==> config.mk <==
export PLATFORM = sky130hd
export DESIGN_NAME = ibus_dbus_arbiter
export DESIGN_NICKNAME = d
export VERILOG_FILES = /design/src/rtl/ibus_dbus_arbiter_pkg.sv /design/src/rtl/ibus_dbus_arbiter_prio_sel.sv /design/src/rtl/ibus_dbus_arbiter.sv
export SDC_FILE = /design/constraint.sdc
export NUM_CORES = 1
export LEC_CHECK = 0
export ABC_AREA = 1
export BUFFER_PORTS_ARGS = -buffer_cell sky130_fd_sc_hd__buf_4
export CAP_MARGIN = 40
export CORE_ASPECT_RATIO = 0.75
export CORE_UTILIZATION = 43
export DETAILED_ROUTE_END_ITERATION = 8
export PLACE_DENSITY = 0.85
export SYNTH_ARGS = -nofsm -noshare
export SYNTH_HDL_FRONTEND = slang
export SYNTH_SLANG_ARGS = --single-unit
==> constraint.sdc <==
create_clock -name clk -period 1.5 [get_ports clk]
set_input_delay 0.15 -clock clk [delete_from_list [all_inputs] [get_ports clk]]
set_output_delay 0.15 -clock clk [all_outputs]
set_load 0.005 [all_outputs]
==> src/rtl/ibus_dbus_arbiter_pkg.sv <==
// Shared types for the refill-path read arbiter.
// Contents: arbiter state and owner enums, the latched request struct and
// the fixed field widths the struct is built from.
package cpu_defs;

  // Width of the latched address field. A top built with a wider ADDR_W
  // needs this raised to match.
  localparam int PKG_ADDR_W = 32;
  localparam int LEN_W      = 4;

  typedef enum logic [1:0] {IDLE, ADDR, DATA, DRAIN} arb_state_e;

  typedef enum logic {OWNER_INST, OWNER_DATA} arb_owner_e;

  typedef struct packed {
    logic [PKG_ADDR_W-1:0] addr;
    logic [LEN_W-1:0]      len;
  } bus_req_t;

endpackage

==> src/rtl/ibus_dbus_arbiter_prio_sel.sv <==
// Winner select between the icache and dcache read requests.
// Ports:
//   clk, rst   clock, synchronous active-high reset
//   arb_en     arbitration allowed this cycle (arbiter idle)
//   inst_req   raw icache request, used for starvation tracking
//   inst_elig  icache request that may win this cycle
//   data_req   dcache request
//   pick_inst  icache wins this cycle
//   pick_data  dcache wins this cycle
// Data normally wins. After MAX_WAIT data wins in a row while the icache
// is waiting, a waiting icache request is forced through.
module arb_priority_sel #(
  parameter int MAX_WAIT = 8
) (
  input  logic clk,
  input  logic rst,
  input  logic arb_en,
  input  logic inst_req,
  input  logic inst_elig,
  input  logic data_req,
  output logic pick_inst,
  output logic pick_data
);

  // +2 keeps the counter at least one bit wide even for MAX_WAIT=0.
  localparam int WW = $clog2(MAX_WAIT + 2);

  logic [WW-1:0] wait_cnt;
  logic          force_inst;

  assign force_inst = (wait_cnt == WW'(MAX_WAIT));

  always_comb begin
    pick_data = arb_en & data_req & ~(inst_elig & force_inst);
    pick_inst = arb_en & inst_elig & ~pick_data;
  end

  always_ff @(posedge clk) begin
    if (rst)
      wait_cnt <= '0;
    else if (!inst_req || pick_inst)
      wait_cnt <= '0;
    else if (pick_data && !force_inst)
      wait_cnt <= wait_cnt + 1'b1;
  end

endmodule

==> src/rtl/ibus_dbus_arbiter.sv <==
// Shares one AR/R read channel between the icache refill path and the
// dcache refill/uncached-read path, one outstanding burst at a time.
// A flushed fetch is drained on the bus without showing beats to the icache.
// Ports:
//   clk, rst                       clock, synchronous active-high reset
//   inst_req/addr/len/cancel       icache request, len = beats-1, flush
//   inst_grant/rvalid/rlast        icache grant pulse and beat strobes
//   data_req/addr/len              dcache request
//   data_grant/rvalid/rlast        dcache grant pulse and beat strobes
//   rdata                          shared beat data, qualified by rvalid
//   ar_valid/addr/len, ar_ready    bus address channel
//   r_valid/data/last, r_ready     bus data channel
//   proto_err                      sticky: burst length mismatch seen
module ibus_dbus_arbiter
  import cpu_defs::*;
#(
  parameter int ADDR_W   = 32,
  parameter int DATA_W   = 32,
  parameter int MAX_WAIT = 8
) (
  input  logic              clk,
  input  logic              rst,
  input  logic              inst_req,
  input  logic [ADDR_W-1:0] inst_addr,
  input  logic [3:0]        inst_len,
  input  logic              inst_cancel,
  output logic              inst_grant,
  output logic              inst_rvalid,
  output logic              inst_rlast,
  input  logic              data_req,
  input  logic [ADDR_W-1:0] data_addr,
  input  logic [3:0]        data_len,
  output logic              data_grant,
  output logic              data_rvalid,
  output logic              data_rlast,
  output logic [DATA_W-1:0] rdata,
  output logic              ar_valid,
  output logic [ADDR_W-1:0] ar_addr,
  output logic [3:0]        ar_len,
  input  logic              ar_ready,
  input  logic              r_valid,
  input  logic [DATA_W-1:0] r_data,
  input  logic              r_last,
  output logic              r_ready,
  output logic              proto_err
);

  arb_state_e state;
  arb_owner_e owner;
  bus_req_t   req_q;
  logic       cancelled;
  logic [3:0] beat_cnt;

  logic live, in_addr, in_data, in_burst;
  logic pick_inst, pick_data;
  logic inst_cxl, beat_fire, beat_err;

  // Outputs are forced quiet while rst is held, not just after it.
  assign live     = ~rst;
  assign in_addr  = live & (state == ADDR);
  assign in_data  = live & (state == DATA);
  assign in_burst = live & ((state == DATA) | (state == DRAIN));

  // Cancel only means something while the icache owns the channel.
  assign inst_cxl  = (owner == OWNER_INST) & inst_cancel;
  assign beat_fire = r_ready & r_valid;
  // Last beat must land exactly on len; any non-last beat at or past len
  // is an overrun.
  assign beat_err  = r_last ? (beat_cnt != req_q.len) : (beat_cnt >= req_q.len);

  arb_priority_sel #(.MAX_WAIT(MAX_WAIT)) u_prio (
    .clk       (clk),
    .rst       (rst),
    .arb_en    (live & (state == IDLE)),
    .inst_req  (inst_req),
    .inst_elig (inst_req & ~inst_cancel),
    .data_req  (data_req),
    .pick_inst (pick_inst),
    .pick_data (pick_data)
  );

  always_ff @(posedge clk) begin
    if (rst) begin
      state     <= IDLE;
      owner     <= OWNER_INST;
      req_q     <= '0;
      cancelled <= 1'b0;
    end else begin
      case (state)
        IDLE:
          if (pick_inst || pick_data) begin
            owner      <= pick_inst ? OWNER_INST : OWNER_DATA;
            req_q.addr <= PKG_ADDR_W'(pick_inst ? inst_addr : data_addr);
            req_q.len  <= pick_inst ? inst_len : data_len;
            cancelled  <= 1'b0;
            state      <= ADDR;
          end
        // The address is never retracted; a cancel here only redirects
        // the burst into DRAIN once the bus has taken it.
        ADDR: begin
          if (inst_cxl) cancelled <= 1'b1;
          if (ar_ready) state <= (cancelled || inst_cxl) ? DRAIN : DATA;
        end
        DATA:
          if (beat_fire && r_last) state <= IDLE;
          else if (inst_cxl)       state <= DRAIN;
        DRAIN:
          if (beat_fire && r_last) state <= IDLE;
        default: state <= IDLE;
      endcase
    end
  end

  always_ff @(posedge clk) begin
    if (rst) begin
      beat_cnt  <= '0;
      proto_err <= 1'b0;
    end else if (state == IDLE) begin
      beat_cnt <= '0;
    end else if (beat_fire) begin
      beat_cnt <= beat_cnt + 1'b1;
      if (beat_err) proto_err <= 1'b1;
    end
  end

  always_comb begin
    inst_grant  = pick_inst;
    data_grant  = pick_data;
    ar_valid    = in_addr;
    ar_addr     = in_addr ? ADDR_W'(req_q.addr) : '0;
    ar_len      = in_addr ? req_q.len : '0;
    r_ready     = in_burst;
    // A beat landing with the flush is already unwanted by the icache.
    inst_rvalid = in_data & (owner == OWNER_INST) & r_valid & ~inst_cancel;
    data_rvalid = in_data & (owner == OWNER_DATA) & r_valid;
    inst_rlast  = inst_rvalid & r_last;
    data_rlast  = data_rvalid & r_last;
    rdata       = in_data ? r_data : '0;
  end

endmodule
# Word level (Yosys, flattened, before mapping)
# Index checks and enable logic that the tools add are counted.
op_classes:
  add_sub_neg: 2
  order_cmp: 1
  eq_ne: 10
  mux: 17
  bitwise_logic: 26
  reduce_logical: 15
op_table:
  columns: ["operator", "count"]
  rows:
  - ["$mux W32", 3]
  - ["$and A1 B1 Y1", 19]
  - ["$mux W2", 5]
  - ["$add A4 B1 Y4 const B", 2]
  - ["$mux W4", 2]
  - ["$pmux W2 S4", 1]
  - ["$not A1 Y1", 6]
  - ["$reduce_and A3 Y1", 2]
  - ["$mux W1", 5]
  - ["$eq A2 B2 Y1 const B", 2]
  - ["$eq A4 B4 Y1 const B", 1]
  - ["$ge A4 B4 Y1", 1]
  - ["$ne A2 B1 Y1 const B", 2]
  - ["$ne A2 B2 Y1 const B", 2]
  - ["$ne A4 B4 Y1", 1]
  - ["$reduce_and A4 Y1", 1]
  - ["$reduce_or A2 Y1", 2]
  - ["$logic_or A1 B1 Y1", 3]
  - ["$ne A3 B2 Y1 const B", 1]
  - ["$eq A2 B1 Y1 const B", 1]
  - ["$logic_and A1 B1 Y1", 2]
  - ["$logic_not A1 Y1", 2]
  - ["$logic_not A2 Y1", 1]
  - ["$pmux W1 S2", 1]
  - ["3 further kinds", 3]
totals:
  ff_bits: 49
  out_inout_bits: 77
  word_cells: 79

# Logic depth before layout (Yosys ltp)
# Gate-level depths: netlist of run 1.
depth:
  depth_word: 10
  depth_mapped: 10

# Hierarchy
# A second synthesis of run 1 with hierarchy kept.
unflattened:
  hier_cells: 487
  hier_area_um2: 3022.9
modules_own_cells:
  columns: ["mod", "instances", "cells_each", "area_per_inst_um2"]
  rows:
  - ["ibus_dbus_arbiter", 1, 441, 2708.8]
  - ["arb_priority_sel", 1, 46, 314.1]

# Worst setup path after synthesis of run 1
# OpenSTA, ideal clock, no wires.
synth_timing:
  path_type: "register -> register"
  start: "register u_prio.wait_cnt[0]"
  end: "register req_q[31] (netlist bit)"
  setup_time_ps: 70
  arrival_time_ps: 1320
  required_time_ps: 1430
  setup_slack_ps: 110
  stages_incl_launch_ff: 10
  cell_sequence: "dfxtp_1 inv_1 ha_1 nand2_1 nor2_1 inv_1 o21ai_4 buf_2 o21ai_0 a21oi_1"
synth_via:
  elab_chain_cells: 8
  word_cells_on_any_way: 9
synth_lines:
  columns: ["element", "line", "text"]
  rows:
  - ["start, declared", "ibus_dbus_arbiter_prio_sel.sv:28", "logic [WW-1:0] wait_cnt;"]
  - ["start signal, assigned", "ibus_dbus_arbiter_prio_sel.sv:44", "wait_cnt <= wait_cnt + 1'b1;"]
  - ["$eq A4 B4 Y1 *", "ibus_dbus_arbiter_prio_sel.sv:31", "assign force_inst = (wait_cnt == WW'(MAX_WAIT));"]
  - ["$and A1 B1 Y1 *", "ibus_dbus_arbiter_prio_sel.sv:34", "pick_data = arb_en & data_req & ~(inst_elig & force_inst);"]
  - ["$not A1 Y1 *", "ibus_dbus_arbiter_prio_sel.sv:34", null]
  - ["$and A1 B1 Y1 *", "ibus_dbus_arbiter_prio_sel.sv:34", null]
  - ["$not A1 Y1", "ibus_dbus_arbiter_prio_sel.sv:35", "pick_inst = arb_en & inst_elig & ~pick_data;"]
  - ["$and A1 B1 Y1", "ibus_dbus_arbiter_prio_sel.sv:35", null]
  - ["$logic_or A1 B1 Y1", "ibus_dbus_arbiter.sv:91", "if (pick_inst || pick_data) begin"]
  - ["$reduce_and A2 Y1 (no line)", null, null]
  - ["end, declared", "ibus_dbus_arbiter.sv:50", "bus_req_t req_q;"]
# Mark *: on every way between the ends. The rest lies on a longest branch, timed or not.
# A chain may end at the register's enable or synchronous reset.

# Worst setup path after layout of run 1
layout_timing:
  start: "register state[1]"
  end: "register state[1]"
layout_via:
  elab_chain_cells: 9
  word_cells_on_any_way: 22
layout_lines:
  columns: ["element", "line", "text"]
  rows:
  - ["start, declared", "ibus_dbus_arbiter.sv:48", "arb_state_e state;"]
  - ["start signal, assigned", "ibus_dbus_arbiter.sv:102", "if (ar_ready) state <= (cancelled || inst_cxl) ? DRAIN : DATA;"]
  - ["$logic_not A2 Y1", "ibus_dbus_arbiter.sv:74, ibus_dbus_arbiter.sv:89", null]
  - ["$and A1 B1 Y1", "ibus_dbus_arbiter.sv:74", ".arb_en (live & (state == IDLE)),"]
  - ["$and A1 B1 Y1 (2 in a row)", "ibus_dbus_arbiter_prio_sel.sv:34", null]
  - ["$not A1 Y1", "ibus_dbus_arbiter_prio_sel.sv:35", null]
  - ["$and A1 B1 Y1", "ibus_dbus_arbiter_prio_sel.sv:35", null]
  - ["$logic_or A1 B1 Y1", "ibus_dbus_arbiter.sv:91", null]
  - ["$ne A2 B1 Y1 (no line)", null, null]
  - ["$reduce_and A4 Y1 (no line)", null, null]
# Parallel ways exist; a longest one is shown, timed or not.

==> impl_metrics.env, run 1 <==
export IMPL_areaGrowthSynthToFinish_pct=95.4
export IMPL_report_final_slew_viol_count=0
export IMPL_routed_wirelength_um=16700
export IMPL_layout_drive_gt1_share_pct=50.6
export IMPL_synth_area_per_cell_um2=6.24
export IMPL_power_frac_seq_pct=30.8
export IMPL_post_place_ws_ns=-0.0460
export IMPL_netlist_instances=471
export IMPL_die_area_um2=7170
export IMPL_cts_path_max_buffers=2
export IMPL_power_switching_mw=2.59
export IMPL_ys_seq_area_share_pct=33.4
export IMPL_ys_async_sr_fraction_pct=0
export IMPL_fin_ws_ns=-0.421
export IMPL_drt_antenna_violating_nets=0
export IMPL_ys_ff_latch=49
export IMPL_cap_viol_max_count=0
export IMPL_cts_tree="built"
export IMPL_cp_end_kind="register"
export IMPL_clkLatencyLatePin_ns=0.33
export IMPL_grt_use_total_pct=29.0
export IMPL_htree_levels=2
export IMPL_synth_top_area_share_pct=33.4
export IMPL_r2r_start="state[1]$_SDFFE_PP0P_"
export IMPL_fmax_ghz=0.521
export IMPL_worstHoldPathType="in2reg"
export IMPL_cts_sinks=49
export IMPL_critPathRequiredTime_ns=1.67
export IMPL_min_delay_start="rst"
export IMPL_finalSetupViolCount=119
export IMPL_power_density_nw_per_um2=1010
export IMPL_synthFlopType="dfxtp_1"
export IMPL_crit_arrival_ns=2.09
export IMPL_drt_iter0_markers=582
export IMPL_antenna_cells=0
export IMPL_yosys_warnings=0
export IMPL_io_pins=189
export IMPL_die_h_um=73.6
export IMPL_intPower_mw=3.21
export IMPL_yosysUniqueCellTypes=30
export IMPL_p_comb_share_pct=54.4
export IMPL_synth_edf_count=0
export IMPL_fillers=293
export IMPL_rsz0062_at_grt="yes"
export IMPL_vias=4675
export IMPL_worstMarginPinSlew_ns=0.687
export IMPL_setup_worst_path_class="reg2reg"
export IMPL_power_leakage_nw=2.74
export IMPL_violations="setup timing"
export IMPL_crit_start="state[1]$_SDFFE_PP0P_"
export IMPL_antenna_found_initial=0
export IMPL_initial_core_util_pct=45.6
export IMPL_place_gp_congestion=0.846
export IMPL_avgViaCountPerCell=6.06
export IMPL_hpwlAfterDp_um=7180
export IMPL_ir_drop_mv=0.748
export IMPL_regArea_um2=991
export IMPL_cts_inserted_buffers=5
export IMPL_finClkSkew_ns=0.0182
export IMPL_finalHoldViolCount=0
export IMPL_core_area_um2=6440
export IMPL_drc_errors=0
export IMPL_clockPowerShare_pct=14.8
export IMPL_post_route_period_util_pct=128
export IMPL_final_nets=808
export IMPL_grt_pass1_vias=3575
export IMPL_gr_total_overflow=0
export IMPL_synth_largest_area_cell="dfxtp_1"
export IMPL_synth_fp_nets=590
export IMPL_period_needed_ns=1.92
export IMPL_synthTopCellsByArea="dfxtp_1 33%, nor2_1 11%, inv_1 11%"
export IMPL_grt_max_degree=33
export IMPL_std_cell_rows=25
export IMPL_synth_commonest_cells="87 x nor2_1, 86 x inv_1, 60 x nand2_1, 55 x o21ai_0, 49 x dfxtp_1"
export IMPL_setup_tns_ns=-16.92
export IMPL_path_clk_slew_ns=0.12
export IMPL_slew_headroom_pct=53.7
export IMPL_holdBufCountCts=0
export IMPL_swShare_pct=44.7
export IMPL_crit_fanout=4
export IMPL_wl_per_cell_um=21.6
export IMPL_grt_pass1_wl_um=16900
export IMPL_firstDrtPassIters=6
export IMPL_synth_area_um2=2940
export IMPL_start_kind="register"
export IMPL_multiInputGateArea_um2=2040
export IMPL_synth_most_common_cell="nor2_1"
export IMPL_outcome="finished, violations left"
export IMPL_dieWidth_um=97.4
export IMPL_ctsRootBufferMaster="clkbuf_8"
export IMPL_portBuffers=188
[through the flow]
stage | hold WS (ns) | cells | power [mW] | utilization (%) | instance area, µm²
floorplan | 0.222 | 471 | 2.76 | - | 2940
global placement | 0.372 | 734 | 3.52 | 70.1 | 4520
detailed placement | 0.382 | 734 | 3.58 | 70.1 | 4520
CTS | 0.0470 | 757 | 4.53 | 74.8 | 4820
global route | 0.0370 | 771 | 5.93 | 89.1 | 5740
finish | 0.0500 | 771 | 5.79 | 89.1 | 5740
[worst max-delay path, stage by stage (launching register included)]
cell and delay, ns:
dfxtp_4 0.43, inv_6 0.05, buf_4 0.14, nor2_1 0.29, a21oi_1 0.13, nand3_1 0.13
nand2_1 0.19, nor2_1 0.42
[power by group through the flow]
stage          combinational, mW  sequential, mW  clock (mW)
2_1_floorplan               1.06            1.70           0
3_3_place_gp                1.78            1.73           0
3_5_place_dp                1.84            1.74           0
4_1_cts                     1.98            1.73       0.816
5_1_grt                     3.25            1.80       0.885
6_report                    3.15            1.78       0.860
[cell type report]
type | instances | share of cell area, %
inverters | 89 | 6.12
repair buffers | 235 | 37.7
clock buffers | 5 | 1.20
flip-flops and latches | 49 | 17.3
multi-input cells | 309 | 35.6
clock inverters | 3 | 0.370
well taps | 81 | 1.77
[per-layer routing]
metal	global-route usage [%]	up-vias	part of all wire, %
met5	0	-	0
met1	35.4	2083	33
met4	11.8	0	8.3
met2	50.6	498	46
li1	-	1913	-
met3	6.09	181	13
[worst paths after layout]
check / endpoint / slack, ns / cells after the start
max: state[1]$_SDFFE_PP0P_ / -0.42 / 7
min: proto_err$_SDFFE_PP0P_ / 0.05 / 2
max reg2reg: state[1]$_SDFFE_PP0P_ / -0.42 / 7
min reg2reg: req_q[8]$_SDFFE_PP0P_ / 0.52 / 2
[cells by family after synthesis]
logic type                 after synthesis  share of synthesized area [%]
AOI/OAI and AO/OA                      126                           22.0
xor gates and xnor gates                 2                          0.596
adders and majority gates                7                           2.98
buffers and inverters                  113                           15.9
DFF                                     49                           33.4
and+or+nand+nor                        174                           25.1
[state kept, by name (all words and copies together) (netlist names)]
name,count
req_q,36
beat_cnt,4
u_prio.wait_cnt,4
state,2
cancelled,1
owner,1
proto_err,1
[repair_timing]
| action | in CTS | in global routing |
|---|---|---|
| pin swaps | 8 | 8 |
| setup buffers | 15 | 5 |
| setup endpoints to repair | 110 | 115 |
| resized for setup | 32 | 205 |
| gates cloned | 0 | 10 |
[cell usage in the layout, fill, tap and decap left out, types with 4 or more instances in the layout]
| cell type | Yosys | final |
|---|---|---|
| nor2_4 | 2 | 54 |
| o21ai_1 | 21 | 36 |
| nand3_1 | 11 | 8 |
| buf_6 | 3 | 55 |
| nor2_2 | 0 | 10 |
| nand2_2 | 2 | 9 |
| buf_12 | 0 | 6 |
| inv_1 | 86 | 80 |
| clkbuf_8 | 0 | 5 |
| clkbuf_16 | 0 | 6 |
| dfxtp_1 | 49 | 45 |
| buf_4 | 1 | 166 |
| o21ai_0 | 55 | 39 |
| nor2_1 | 87 | 25 |
| a21oi_1 | 47 | 44 |
| nand2_1 | 60 | 50 |
| inv_2 | 2 | 4 |
| ha_1 | 7 | 6 |
No activity file was read; power rests on OpenSTA's default activity.
==> run 2: changes to the inputs <==
--- a/config.mk
+++ b/config.mk
@@ -12,6 +12,7 @@
 export CORE_UTILIZATION = 43
 export DETAILED_ROUTE_END_ITERATION = 8
 export PLACE_DENSITY = 0.85
+export REMOVE_ABC_BUFFERS = 1
 export SYNTH_ARGS = -nofsm -noshare
 export SYNTH_HDL_FRONTEND = slang
 export SYNTH_SLANG_ARGS = --single-unit
==> run 2 against run 1 <==
  * The flow still finishes with violations (setup timing)
  * Clock power down 4.2%
  * Critical path depth unchanged
  * Final cell count down 0.13%
  * Critical path type is now reg2out
  * Highest routed layer unchanged
  * Hold slack better by 0.027 ns
  * Sequential share of layout area up 0.44 points
  * Clock skew down 0.0077 ns
  * Register-to-register slack better by 0.27 ns
  * Sequential power about the same
==> impl_metrics.env, run 2 (synthesis results as in run 1) <==
export IMPL_largest_reg_flops=36
export IMPL_portBuffers=188
export IMPL_final_cell_mix="194 x buf_4, 81 x inv_1, 50 x o21ai_0"
export IMPL_place_gp_congestion=0.891
export IMPL_drt_antenna_violating_nets=0
export IMPL_io_pins=189
export IMPL_final_nets=808
export IMPL_critPathRequiredTime_ns=1.35
export IMPL_finalSetupViolCount=111
export IMPL_grt_pass1_vias=3538
export IMPL_multiInputGateArea_um2=2050
export IMPL_worst_r2r_cell_count=12
export IMPL_total_power_mw=5.32
export IMPL_cp_end_kind="output pin"
export IMPL_std_cell_rows=25
export IMPL_path_clk_slew_ns=0.10
export IMPL_fin_ws_ns=-0.176
export IMPL_rr_endpoint="req_q[13]$_SDFFE_PP0P_"
export IMPL_gr_total_overflow=0
export IMPL_hold_slack_ns=0.0766
export IMPL_hold_depth=2
export IMPL_outcome="finished, violations left"
export IMPL_core_area_um2=6440
export IMPL_regArea_um2=991
export IMPL_cts_sinks=49
export IMPL_violations="setup timing"
export IMPL_power_leakage_nw=2.74
export IMPL_holdPathEnd="proto_err$_SDFFE_PP0P_"
export IMPL_mostFrequentLayoutCell="buf_4"
export IMPL_grt_max_degree=37
export IMPL_grt_use_total_pct=28.0
export IMPL_ctsRootBufferMaster="clkbuf_8"
export IMPL_grt_pass1_wl_um=16200
export IMPL_cap_viol_max_count=0
export IMPL_report_final_slew_viol_count=0
export IMPL_crit_arrival_ns=1.53
export IMPL_fmax_ghz=0.597
export IMPL_dieWidth_um=97.4
export IMPL_wl_per_cell_um=18.4
export IMPL_die_area_um2=7170
export IMPL_post_place_ws_ns=-0.0112
export IMPL_routed_wirelength_um=14200
export IMPL_reg_top3="req_q (36), beat_cnt (4), u_prio.wait_cnt (4)"
export IMPL_antenna_found_initial=0
export IMPL_drc_errors=0
export IMPL_finalHoldViolCount=0
export IMPL_regMostFlops="req_q"
export IMPL_cts_tree="built"
export IMPL_period_needed_ns=1.68
export IMPL_ir_drop_mv=0.706
export IMPL_cts_inserted_buffers=5
export IMPL_post_route_period_util_pct=112
export IMPL_hpwlAfterDp_um=7050
export IMPL_power_density_nw_per_um2=950
export IMPL_clkLatencyLatePin_ns=0.31
export IMPL_r2r_start="u_prio.wait_cnt[0]$_SDFFE_PP0P_"
export IMPL_die_h_um=73.6
export IMPL_setup_worst_path_class="reg2out"
export IMPL_rsz0062_at_grt="yes"
export IMPL_worstMarginPinSlew_ns=0.619
export IMPL_worstHoldPathType="in2reg"
export IMPL_start_kind="register"
export IMPL_rrSetupSlack_ns=-0.15
export IMPL_layout_drive_gt1_share_pct=53.1
export IMPL_instances_no_fill=770
export IMPL_drt_iter0_markers=278
export IMPL_slew_headroom_pct=58.3
export IMPL_avgViaCountPerCell=5.63
export IMPL_vias=4336
export IMPL_fillers=310
export IMPL_min_delay_start="rst"
export IMPL_areaGrowthSynthToFinish_pct=90.6
export IMPL_antenna_cells=0
export IMPL_crit_fanout=8
export IMPL_htree_levels=2
export IMPL_firstDrtPassIters=5
export IMPL_cts_path_max_buffers=2
export IMPL_dp_cells=735
export IMPL_finClkSkew_ns=0.0105
export IMPL_initial_core_util_pct=45.6
export IMPL_setup_tns_ns=-8.82
run 2: cell count changes in the layout (fill, tap and decap cells not counted), sizes merged:
cell / change
buf: +4
clkbuf: -2
clkinv: -2
clkinvlp: -1
run 2: worst max path at each step:
stage                                               start                     end  depth (start not counted)
after global placement    u_prio.wait_cnt[0]$_SDFFE_PP0P_  req_q[28]$_SDFFE_PP0P_                          9
after CTS                 u_prio.wait_cnt[1]$_SDFFE_PP0P_              data_grant                          9
final                               state[1]$_SDFFE_PP0P_               rdata[28]                          7
after detailed placement  u_prio.wait_cnt[1]$_SDFFE_PP0P_   req_q[2]$_SDFFE_PP0P_                          9
after floorplan                                       rst  cancelled$_SDFFE_PP0P_                          6
after global routing      u_prio.wait_cnt[0]$_SDFFE_PP0P_  req_q[32]$_SDFFE_PP0P_                         12
run 2: layout make-up:
cell class | count | share of cell area (%)
Timing Repair Buffer | 235 | 36.3
Clock buffer | 7 | 1.54
Sequential cell | 49 | 17.7
Inverter | 89 | 6.10
Multi-Input combinational cell | 309 | 36.6
Tap cell | 81 | 1.81
run 2: stage by stage:
stage | utilization (%) | instance area [µm²]
6_report | 86.9 | 5600
2_1_floorplan | - | 2810
5_1_grt | 86.9 | 5600
3_5_place_dp | 69.8 | 4500
4_1_cts | 76.8 | 4950
3_3_place_gp | 69.8 | 4500
run 2: routing by layer:
layer,share of wire [%],wire (µm),up-vias,track usage [%]
met4,5.7,809,0,13.6
met2,47,6730,340,47.6
li1,-,-,1912,-
met5,0,0,-,0
met1,37,5320,1999,34.5
met3,9.3,1330,85,5.71
run 2: critical path, stage by stage (launching register included):
cell and delay (ns):
dfxtp_4 0.43, inv_6 0.06, nor2_4 0.11, nand2_4 0.09, buf_12 0.15, buf_16 0.15
nor2_4 0.10, buf_4 0.12
run 2: where the power goes:
part           leakage (nW)  internal [mW]  switching, mW  total (mW)
clock network        0.0443          0.368          0.456       0.824
registers             0.405           1.58          0.194        1.77
logic                  2.29           1.23           1.50        2.73
run 2: what timing repair did:
item	CTS	global route
cloned	4	3
pin swaps	8	17
hold buffers	0	0
buffers inserted	13	10
endpoints found under the setup margin	83	117
resized for setup	66	145
endpoints found under the hold margin	0	0
